===== config.mk =====
export PLATFORM = sky130hd
export DESIGN_NAME = add_share_arbiter
export DESIGN_NICKNAME = d
export VERILOG_FILES = /design/src/rtl/add_share_arbiter.sv
export SDC_FILE = /design/constraint.sdc
export NUM_CORES = 1
export LEC_CHECK = 0
export BUFFER_PORTS_ARGS = -buffer_cell sky130_fd_sc_hd__buf_2
export CAP_MARGIN = 25
export CELL_PAD_IN_SITES_DETAIL_PLACEMENT = 1
export CELL_PAD_IN_SITES_GLOBAL_PLACEMENT = 2
export CORE_UTILIZATION = 31
export DETAILED_ROUTE_END_ITERATION = 10
export PLACE_DENSITY = 0.91
export SLEW_MARGIN = 40
export SYNTH_ARGS = -nofsm -noshare
export SYNTH_HDL_FRONTEND = slang
export SYNTH_SLANG_ARGS = --single-unit
export TNS_END_PERCENT = 30

===== constraint.sdc =====
create_clock -name clk -period 5.7 [get_ports clk]
set_input_delay 1.14 -clock clk [delete_from_list [all_inputs] [get_ports clk]]
set_output_delay 1.14 -clock clk [all_outputs]
set_load 0.005 [all_outputs]

===== src/rtl/add_share_arbiter.sv =====
// Round-robin arbiter with burst lock sharing one W-bit adder across N clients (operand reg, result reg).
// Optional ADD_ARB_SAT_EN adds a per-client sat input that clamps overflowing sums to all ones.
module add_share_arbiter #(
    parameter int W    = 8,
    parameter int N    = 4,
    parameter int IDW  = 2,
    parameter int MAXB = 4
) (
    input  logic             clk,
    input  logic             rst,
    input  logic [N-1:0]     req,
    input  logic [N-1:0]     lock,
    input  logic [N*W-1:0]   op_a,
    input  logic [N*W-1:0]   op_b,
    input  logic [N-1:0]     op_ci,
`ifdef ADD_ARB_SAT_EN
    input  logic [N-1:0]     sat,
`endif
    output logic [N-1:0]     gnt,
    output logic             res_valid,
    input  logic             res_ready,
    output logic [IDW-1:0]   res_id,
    output logic [W-1:0]     res_sum,
    output logic             res_co
);

    typedef enum logic {ARB, BURST} state_t;

    state_t         state, state_nx;
    logic [IDW-1:0] rr_ptr, rr_nx;
    logic [IDW-1:0] owner, owner_nx;
    logic [3:0]     burst_cnt, cnt_nx;

    logic           s1_valid;
    logic [W-1:0]   s1_a, s1_b;
    logic           s1_ci;
    logic [IDW-1:0] s1_id;
    logic           s1_sat;

    logic           s2_adv, s1_acc;
    logic           found;
    logic [IDW-1:0] gidx, cand;
    logic [W-1:0]   sel_a, sel_b;
    logic           sel_ci, sel_sat;
    logic [W:0]     sum_full;

    assign s2_adv = !res_valid || res_ready;
    assign s1_acc = s2_adv || !s1_valid;

    // Candidate selection: rotating search after rr_ptr in ARB, owner only in BURST.
    always_comb begin
        found = 1'b0;
        gidx  = '0;
        cand  = '0;
        if (state == ARB) begin
            for (int unsigned k = 1; k <= N; k++) begin
                cand = IDW'((32'(rr_ptr) + k) % N);
                if (!found && req[cand]) begin
                    found = 1'b1;
                    gidx  = cand;
                end
            end
        end else if (req[owner]) begin
            found = 1'b1;
            gidx  = owner;
        end
    end

    always_ff @(posedge clk) begin
        if (rst) begin
            state     <= ARB;
            rr_ptr    <= '0;
            owner     <= '0;
            burst_cnt <= '0;
        end else begin
            state     <= state_nx;
            rr_ptr    <= rr_nx;
            owner     <= owner_nx;
            burst_cnt <= cnt_nx;
        end
    end

    // Nothing moves while S1 cannot accept, so a stall freezes state and counter.
    always_comb begin
        state_nx = state;
        rr_nx    = rr_ptr;
        owner_nx = owner;
        cnt_nx   = burst_cnt;
        if (s1_acc) begin
            case (state)
                ARB: begin
                    if (found) begin
                        rr_nx = gidx;
                        if (lock[gidx] && MAXB > 1) begin
                            state_nx = BURST;
                            owner_nx = gidx;
                            cnt_nx   = 4'd1;
                        end
                    end
                end
                BURST: begin
                    if (found && lock[owner] && (burst_cnt + 4'd1 != 4'(MAXB))) begin
                        cnt_nx = burst_cnt + 4'd1;
                    end else begin
                        state_nx = ARB;
                        cnt_nx   = '0;
                    end
                end
                default: state_nx = ARB;
            endcase
        end
    end

    always_comb begin
        gnt = '0;
        if (s1_acc && found) gnt[gidx] = 1'b1;
    end

    always_comb begin
        sel_a   = '0;
        sel_b   = '0;
        sel_ci  = 1'b0;
        sel_sat = 1'b0;
        for (int unsigned i = 0; i < N; i++) begin
            if (gidx == IDW'(i)) begin
                sel_a  = op_a[i*W +: W];
                sel_b  = op_b[i*W +: W];
                sel_ci = op_ci[i];
`ifdef ADD_ARB_SAT_EN
                sel_sat = sat[i];
`endif
            end
        end
    end

    assign sum_full = {1'b0, s1_a} + {1'b0, s1_b} + {{W{1'b0}}, s1_ci};

    always_ff @(posedge clk) begin
        if (rst) begin
            s1_valid  <= 1'b0;
            s1_a      <= '0;
            s1_b      <= '0;
            s1_ci     <= 1'b0;
            s1_id     <= '0;
            s1_sat    <= 1'b0;
            res_valid <= 1'b0;
            res_id    <= '0;
            res_sum   <= '0;
            res_co    <= 1'b0;
        end else begin
            if (s1_acc) begin
                s1_valid <= |gnt;
                if (|gnt) begin
                    s1_a   <= sel_a;
                    s1_b   <= sel_b;
                    s1_ci  <= sel_ci;
                    s1_id  <= gidx;
                    s1_sat <= sel_sat;
                end
            end
            if (s2_adv) begin
                res_valid <= s1_valid;
                if (s1_valid) begin
                    res_id <= s1_id;
                    res_co <= sum_full[W];
`ifdef ADD_ARB_SAT_EN
                    res_sum <= (s1_sat && sum_full[W]) ? '1 : sum_full[W-1:0];
`else
                    res_sum <= sum_full[W-1:0];
`endif
                end
            end
        end
    end

endmodule


* After elaboration in Yosys (flattened, before gate mapping)
Cells that the tools add are included.
** Storage, ports and cells
- Register bits after elaboration :: 41
- Bits of input ports :: 79
- Logic and storage cells :: 107
** Operators by class
- Multiplexer cells :: 52
- Order comparisons :: 7
- Equality and inequality tests :: 6
- Add/subtract/negate cells :: 7
- Bitwise gates (word level) :: 1
- Reduce and logical (&&, ||, !) cells :: 21
** Operators by type and width (number)
- $mux 8 :: 8
- $mux 1 :: 24
- $lt 2x3->1 const B :: 6
- $mux 4 :: 4
- $bmux 1 s2 :: 7
- $mux 2 :: 6
- $add 8x8->9 :: 1
- $add 9x1->9 :: 1
- $pmux 4 s2 :: 1
- $logic_and 1x1->1 :: 7
- $reduce_and 3->1 :: 2
- $logic_not 1->1 :: 5
- $add 2x1->2 const B :: 2
- $add 2x2->2 const B :: 2
- $add 4x1->4 const B :: 1
- $eq 2x2->1 const B :: 2
- $ne 4x3->1 const B :: 1
- $reduce_and 2->1 :: 2
- $reduce_and 4->1 :: 1
- $reduce_or 4->1 :: 1
- $demux 1 s2 :: 1
- $eq 2x1->1 const B :: 1
- $ge 2x1->1 const B :: 1
- $logic_not 2->1 :: 1
- other kinds (5) :: 6

* Logic depth before layout (Yosys ltp)
Gate-level depths: netlist (run 1).
- Depth after elaboration :: 24
- Mapped depth :: 8

* Worst setup path before layout (run 1)
No wires, ideal clock.
- Kind :: input port to output port
- Start point :: input port req[2]
- End point :: output port gnt[1]
- Required time :: 4.560 ns
- Cell stages on the path :: 8
- Data arrival time :: 2.211 ns
- Path slack :: 2.349 ns
- Cell sequence :: nand2b_1 > a21oi_1 > o31ai_1 > nand2_1 > buf_2 > buf_2 > nand2_1 > nor3_1
** On the way
- Cells in the longest elaborated chain, start to end :: 21
- Elaborated cells on any way between the ends :: 38
- Classes of those cells :: order compare (2); mux (28); reduce/logical (8)
** Ends and longest elaborated chain
- start, declared :: RTL line 11 : input logic [N-1:0] req,
- $bmux 1 s2 :: RTL line 58 : if (!found && req[cand]) begin
- $mux 1 (implied by the code) :: RTL line 58
- $mux 1 :: RTL line 58
- $mux 1 :: RTL line 55 : if (state == ARB) begin
- $logic_not 1->1 :: RTL line 58
- $logic_and 1x1->1 :: RTL line 58
- $mux 1 :: RTL line 58
- $mux 1 :: RTL line 55
- [... 5 more ...]
- $logic_and 1x1->1 :: RTL line 58
- $mux 2 :: RTL line 58
- $mux 2 :: RTL line 55
- $lt 2x3->1 (implied by the code) or $ge 2x1->1 (tied branches) :: RTL line 116 : if (s1_acc && found) gnt[gidx] = 1'b1;
- $logic_and 1x1->1 (implied by the code) :: RTL line 116
- $mux 1 (implied by the code) :: RTL line 116
- $demux 1 s2 :: RTL line 116
- $mux 4 (*) :: RTL line 116
- end, declared :: RTL line 19 : output logic [N-1:0] gnt,
Every way passes the cells marked *; elsewhere a longest branch is shown, timed or not. The select of a mux whose other input is x is not followed.

* Worst setup path after layout (run 1)
- Start point :: input port req[3]
- End point :: output port gnt[0]
The elaborated chain is that of the path after synthesis.

==> results.toml, run 1 <==
[clocking]
cts_resized = 0
cts.sinks = 41
cts_setup_buffers = 0
clk_pin_slew_ns = 0.07
h-tree-depth = 2
hold_buffers = 0
cts_tree = "yes"
root_buffer = "clkbuf_8"
cts_buffer_depth = 2
insertion_delay_ns = 0.29
cts_made_buffers = 5

[critical_path]
r2r_cells = 6
crit_arrival_ns = 3.04
r2r_start = "rr_ptr[0]"
r2r_end = "owner[0]"
crit_path_end_kind = "primary output"
worst-setup-path-type = "input port to primary output"
cp-start-kind = "input port"
r2r_slack_ns = 3.18
cp.required_ns = 4.56
cp_max_fo = 20

[synthesis]
yosysSeqAreaShare_pct = 31.0
synth_nets = 390
async_flop_share_pct = 0
ys_top_cells_by_area = "dfxtp_1 31%, mux2i_1 15%, nand2_1 8.9%"
yosys_warnings = 0
netlist.area_leader.share_pct = 31.0
synth_top_cell_by_area = "dfxtp_1"
syn_area_per_cell_sq_um = 8.84
synth-edff-count = 0
synthCells = 300
ys_types = 52
ys_ff_latch = 41
syn-cell-area_sq_um = 2650
yosys_most_used_dff = "dfxtp_1"

[cells_and_area]
area_growth_pct = 22.4
nets = 476
insertedDiodeCount = 0
layout-drive-gt1-share_pct = 28.8

[sta]
finalHoldViolCount = 0
fin_skew_ns = 0.0108
worstMarginPinSlew_ns = 0.752
fin_tns_setup_ns = 0
setup_viol = 0
finalMaxSlewViolations = 0
period_minus_slack_ns = 4.18
slew-limit-headroom_pct = 49.7
rsz0062_at_grt = "no"
max_freq_mhz = 239
min_period_over_period_pct = 73.3

[global_routing]
grt_pass1_vias = 2538
grt_pass1_wl_um = 12000
track_usage_pct = 16.9
grt_antenna_before_repair = 0
grt_max_degree = 38
gr-total-overflow = 0

[placement]
routabilityCongestion = 0.793
io_buffers = 94
dp_hpwl_um = 5830

[floorplanning]
core-area_sq_um = 8260
rows = 33
die_area_sq_um = 8930
die_w_um = 94.5
die_y_um = 94.5
initial_utilization_pct = 32.1
ios = 95

[pwr]
power_density_nw_per_um2 = 496
ir_drop_uv = 149
p_leak_nw = 1.63
finalPower_mw = 1.61

[drt]
ant_nets = 0
drc = 0
drt_iter0_markers = 76
wl_per_cell_um = 14.8
viasPerCell = 5.02
detailroute.via_count = 2464
drtPass1Iterations = 4
drt-total-wl_um = 7250

[hold_path]
holdPathStages = 2
whs_endpoint = "res_sum[5]"
hold_path_class = "flop to flop"
min-delay-start = "res_sum[5]"

[flow_run]
maxCapViolCount = 0

[status]
status = "complete, no violations"
## metal layers
metal  track usage [%]  vias up  share of wire [%]
met5                 0        -                  0
met4              4.42        0                1.0
met2              29.3       52                 49
met3              2.50        4                3.9
met1              21.7     1149                 46
li1                  -     1259                  -
## report_power, final
group | switching (mW) | internal [mW] | leakage (nW)
registers | 0.100 | 0.402 | 0.338
logic | 0.509 | 0.407 | 1.24
clock network | 0.0965 | 0.0962 | 0.0443
## stage by stage
stage / instance area [sq um] / hold WS, ns / std cells / setup WS (ns) / utilization, %
2_1_floorplan: 2650 / 0.429 / 300 / 2.35 / -
3_3_place_gp: 3160 / 0.446 / 484 / 1.55 / 38.3
3_5_place_dp: 3160 / 0.448 / 484 / 1.48 / 38.3
4_1_cts: 3250 / 0.460 / 491 / 1.48 / 39.3
5_1_grt: 3250 / 0.490 / 491 / 1.19 / 39.3
6_report: 3250 / 0.454 / 491 / 1.52 / 39.3
## synthesized netlist by cell type, drive strengths merged (3+ instances only)
cell and n:
nand2 63, dfxtp 41, mux2i 39, a21oi 19, a32o 17, nor2 16, buf 11, ha 9
inv 6, clkbuf 5, nand2b 5, nor2b 5, nor3 5, a211oi 4, a21o 4, and2 4
nand3 4, o211ai 4, mux2 3, o211a 3, o21ai 3, xnor2 3
## cell type report
class	instances	area, sq um
Sequential cell	41	821
Clock buffer	7	86.3
Fill cell	1045	5010
Multi-Input combinational cell	237	1710
Tap cell	105	131
Inverter	6	22.5
Timing Repair Buffer	95	478
## flip-flops by register name, indices dropped and copies added (netlist names)
name,flops
res_co,1
s1_a,8
state,1
s1_b,8
res_id,2
s1_valid,1
owner,2
s1_ci,1
burst_cnt,4
rr_ptr,2
res_sum,8
res_valid,1
s1_id,2
## cells by family after synthesis
kind of cell / count (synthesis) / synth area share (%)
compound gates: 68 / 21.1
xor+xnor: 4 / 1.32
fa+ha+maj: 11 / 5.76
buf+inv: 22 / 4.86
flops: 41 / 31.0
mux: 43 / 17.1
simple gates: 111 / 18.9
## worst max-delay path, cell delays in order
cell	delay [ns]
buf_2	0.14
nand2b_1	0.16
a21boi_1	0.10
o31ai_1	0.35
and2_1	0.65
nand2_1	0.20
nor3_1	0.16
buf_2	0.14
## layout by cell type, fill, tap and decap left out, types with 2 or more instances in the layout
master and count:
nand3_1 4, clkbuf_8 6, o21ai_0 3, mux2i_1 39, a21oi_1 17, dfxtp_1 41, and3_1 2, a211oi_1 3
nor3_1 5, nor4_1 2, fa_1 2, buf_2 94, o211a_1 3, nor2b_1 5, a41o_1 2, inv_1 6
nand2b_1 5, and2_1 4, nor2_1 14, o21a_1 2, ha_1 9, a21o_1 4, a32o_1 17, o211ai_2 2
nand2_1 63, or3_1 2, o211ai_1 2, xnor2_1 3
## worst max path at each step
stage                 from  endpoint  slack, ns
finish              req[3]    gnt[0]       1.52
detailed placement  req[3]    gnt[0]       1.48
global placement    req[3]    gnt[0]       1.55
CTS                 req[3]    gnt[0]       1.48
global route        req[3]    gnt[0]       1.19
floorplan           req[2]    gnt[1]       2.35
Note: power is estimated with default switching activity, not from simulation.
==> run 2, diff against run 1 <==
--- a/config.mk
+++ b/config.mk
@@ -5,13 +5,14 @@
 export SDC_FILE = /design/constraint.sdc
 export NUM_CORES = 1
 export LEC_CHECK = 0
+export ABC_AREA = 1
 export BUFFER_PORTS_ARGS = -buffer_cell sky130_fd_sc_hd__buf_2
 export CAP_MARGIN = 25
 export CELL_PAD_IN_SITES_DETAIL_PLACEMENT = 1
 export CELL_PAD_IN_SITES_GLOBAL_PLACEMENT = 2
-export CORE_UTILIZATION = 31
+export CORE_UTILIZATION = 24
 export DETAILED_ROUTE_END_ITERATION = 10
-export PLACE_DENSITY = 0.91
+export PLACE_DENSITY = 0.82
 export SLEW_MARGIN = 40
 export SYNTH_ARGS = -nofsm -noshare
 export SYNTH_HDL_FRONTEND = slang
==> constraint.sdc (replaced) <==
create_clock -name clk -period 3.8 [get_ports clk]
set_input_delay 0.76 -clock clk [delete_from_list [all_inputs] [get_ports clk]]
set_output_delay 0.76 -clock clk [all_outputs]
set_load 0.005 [all_outputs]
==> run 2 against run 1 <==
  * Utilization is 8.0 points lower
  * Sequential cell count stayed put
  * Wire length is 30% higher
  * First-iteration DRC count is 82% higher
  * Setup slack worse by 0.89 ns
  * Sequential share of layout area is 2.4 points lower
  * Highest routed layer unchanged
==> results.toml, run 2 <==
[synthesis]
async_flop_share_pct = 0
synth_nets = 516
ys_ff_latch = 41
netlist.area_leader.share_pct = 28.9
synth_fa_ha_area_share_pct = 5.38
yosys.area_share.simple_pct = 35.0
syn_area_per_cell_sq_um = 6.66
ys_types = 32
yosys_most_used_dff = "dfxtp_1"
synthCells = 426
yosys_warnings = 0
synth-edff-count = 0
ys_top_cells_by_area = "dfxtp_1 29%, nand2_1 12%, nand3_1 8.3%"
synth_compound_area_share_pct = 18.7
syn-cell-area_sq_um = 2840
muxShareOfSynthArea_pct = 0
synth_top_family_by_area = "simple AND/OR/NAND/NOR gates"
synth_top_cell_by_area = "dfxtp_1"
yosysMostFrequentCell = "nand2_1"
yosysSeqAreaShare_pct = 28.9
synth.top_cells.by_count = "89 x nand2_1, 47 x nand3_1, 41 x dfxtp_1, 40 x nor2_1"
yosys.area_share.xor_xnor_pct = 2.47

[sta]
rsz0062_at_grt = "no"
fin_tns_setup_ns = 0
worst_slack_ns = 0.636
slew-limit-headroom_pct = 54.8
worstMarginPinSlew_ns = 0.678
finalMaxSlewViolations = 0
finalHoldViolCount = 0
fin_skew_ns = 0.00946
max_freq_mhz = 316
min_period_over_period_pct = 83.3
period_minus_slack_ns = 3.16
setup_viol = 0

[critical_path]
path_depth = 15
r2r_start = "rr_ptr[0]"
cpMaxStageDelayCell = "dfxtp_1"
crit_arrival_ns = 2.40
path_buf_inv = 4
worst-setup-path-type = "flop to primary output"
cpPeakStageDelay_ns = 0.60
r2r_end = "burst_cnt[3]"
cp_max_fo = 15
cp-start-kind = "flop"
critPathTopFamily = "simple AND/OR/NAND/NOR gates"
crit_path_end_kind = "primary output"
startpoint = "rr_ptr[0]"
cp_common_cell = "nand2_1"
cp.required_ns = 3.04
r2r_slack_ns = 1.11
cp_cell_sequence = "inv_6, nand2_1, nand2_1, nand2_2, nand2_4, nor2_4, nand3_2, nand2_2, inv_2, nor2_2, nor2_2, buf_4, nand2_1, nor2_1, buf_2"
r2r_cells = 18
endpoint = "gnt[2]"

[cells_and_area]
final_common_cell = "buf_2"
top_regs = "res_sum: 8 flops, s1_a: 8 flops, s1_b: 8 flops"
nets = 602
instances_no_fill = 656
final_cell_mix = "94 x buf_2, 89 x nand2_1, 47 x nand3_1, 41 x dfxtp_1, 40 x nor2_1"
layout-drive-gt1-share_pct = 28.1
insertedDiodeCount = 0
area_growth_pct = 26.5

[global_routing]
grt_antenna_before_repair = 0
use_met1_pct = 21.3
grt_max_degree = 28
grt_use_met3_pct = 2.62
track_usage_pct = 15.7
top_usage_layer = "met2"
grt_pass1_vias = 3089
grt_pass1_wl_um = 15500
use_met2_pct = 25.8
gr-total-overflow = 0

[drt]
drt_iter0_markers = 138
detailroute.via_count = 3063
drt-total-wl_um = 9430
ant_nets = 0
drc = 0
viasPerCell = 4.67
wl_per_cell_um = 14.4
drtPass1Iterations = 4

[floorplanning]
initial_utilization_pct = 24.7
core-area_sq_um = 11500
ios = 95
die_y_um = 111
rows = 39
die_area_sq_um = 12300
die_w_um = 111

[placement]
routabilityCongestion = 0.822
dp_hpwl_um = 7550
dp.cells = 648
io_buffers = 94
dp_slack_ns = 0.687

[clocking]
cts_resized = 0
cts.sinks = 41
cts_tree = "yes"
insertion_delay_ns = 0.29
cts_made_buffers = 5
root_buffer = "clkbuf_16"
clk_pin_slew_ns = 0.06
cts_setup_buffers = 0
h-tree-depth = 2
cts_buffer_depth = 2
hold_buffers = 0

[hold_path]
hold_path_class = "flop to flop"
min-delay-start = "s1_valid"

[pwr]
power_density_nw_per_um2 = 993
ir_drop_uv = 312
p_leak_nw = 1.83

[flow_run]
maxCapViolCount = 0

[status]
status = "complete, no violations"
==> run 2: cell types whose count changed after synthesis, moves of 5 or more <==
cell and change:
nand2_2 +13, inv_1 +30, a21oi_1 +19, nor2_1 +26
nand3_1 +43, nand2b_1 -5, nor2b_1 -5, mux2i_1 -39
nand2_1 +26, a32o_1 -16, a31oi_1 +17, nor2_4 +6
o21ai_0 +33
==> run 2: how the worst min path moves through the flow <==
stage / end / slack [ns] / cells past startpoint
2_1_floorplan: s1_id[0] / 0.44 / 2
3_3_place_gp: res_valid / 0.46 / 2
3_5_place_dp: res_valid / 0.47 / 2
4_1_cts: res_valid / 0.48 / 2
5_1_grt: s1_id[1] / 0.50 / 2
6_report: res_valid / 0.47 / 2
==> run 2: power breakdown <==
| group | leakage [nW] | internal, mW | switching, mW |
|---|---|---|---|
| Combinational | 1.41 | 0.797 | 1.53 |
| Clock | 0.0831 | 0.328 | 0.176 |
| Sequential | 0.340 | 0.602 | 0.128 |
| Total | 1.83 | 1.73 | 1.84 |
==> run 2: final cells by class <==
| type | instances | area (sq um) |
|---|---|---|
| multi-input cells | 324 | 1750 |
| fillers | 1486 | 7880 |
| repair buffers | 99 | 508 |
| flip-flops and latches | 41 | 821 |
| clock buffers | 6 | 139 |
| clock inverters | 2 | 37.5 |
| well taps | 143 | 179 |
| inverters | 41 | 159 |
==> run 2: layer usage <==
layer	up-vias	wire, um
li1	1582	-
met1	1412	4580
met2	64	4380
met3	5	388
met4	0	82
met5	-	0
==> run 2: per-stage QoR <==
stage	total power [mW]	hold slack (ns)	util (%)	area (sq um)
final	3.56	0.471	31.3	3590
after detailed placement	3.08	0.466	29.8	3410
after global placement	3.03	0.463	29.8	3410
after CTS	3.61	0.475	31.3	3590
after floorplan	2.47	0.436	-	2840
after global routing	3.92	0.501	31.3	3590
==> run 2: cell families (layout without fill, tap and decap cells) <==
family,Yosys count,after routing
AND/OR/NAND/NOR,210,210
AO/OA/AOI/OAI,95,95
buffers and inverters,61,148
flip-flops,41,41
adder cells (fa/ha/maj),11,11
XOR/XNOR,8,8
==> run 2: worst min-delay path, cell delays in order, from the launching register on <==
cell and delay (ns):
dfxtp_1 0.30, inv_1 0.06, a21oi_1 0.06
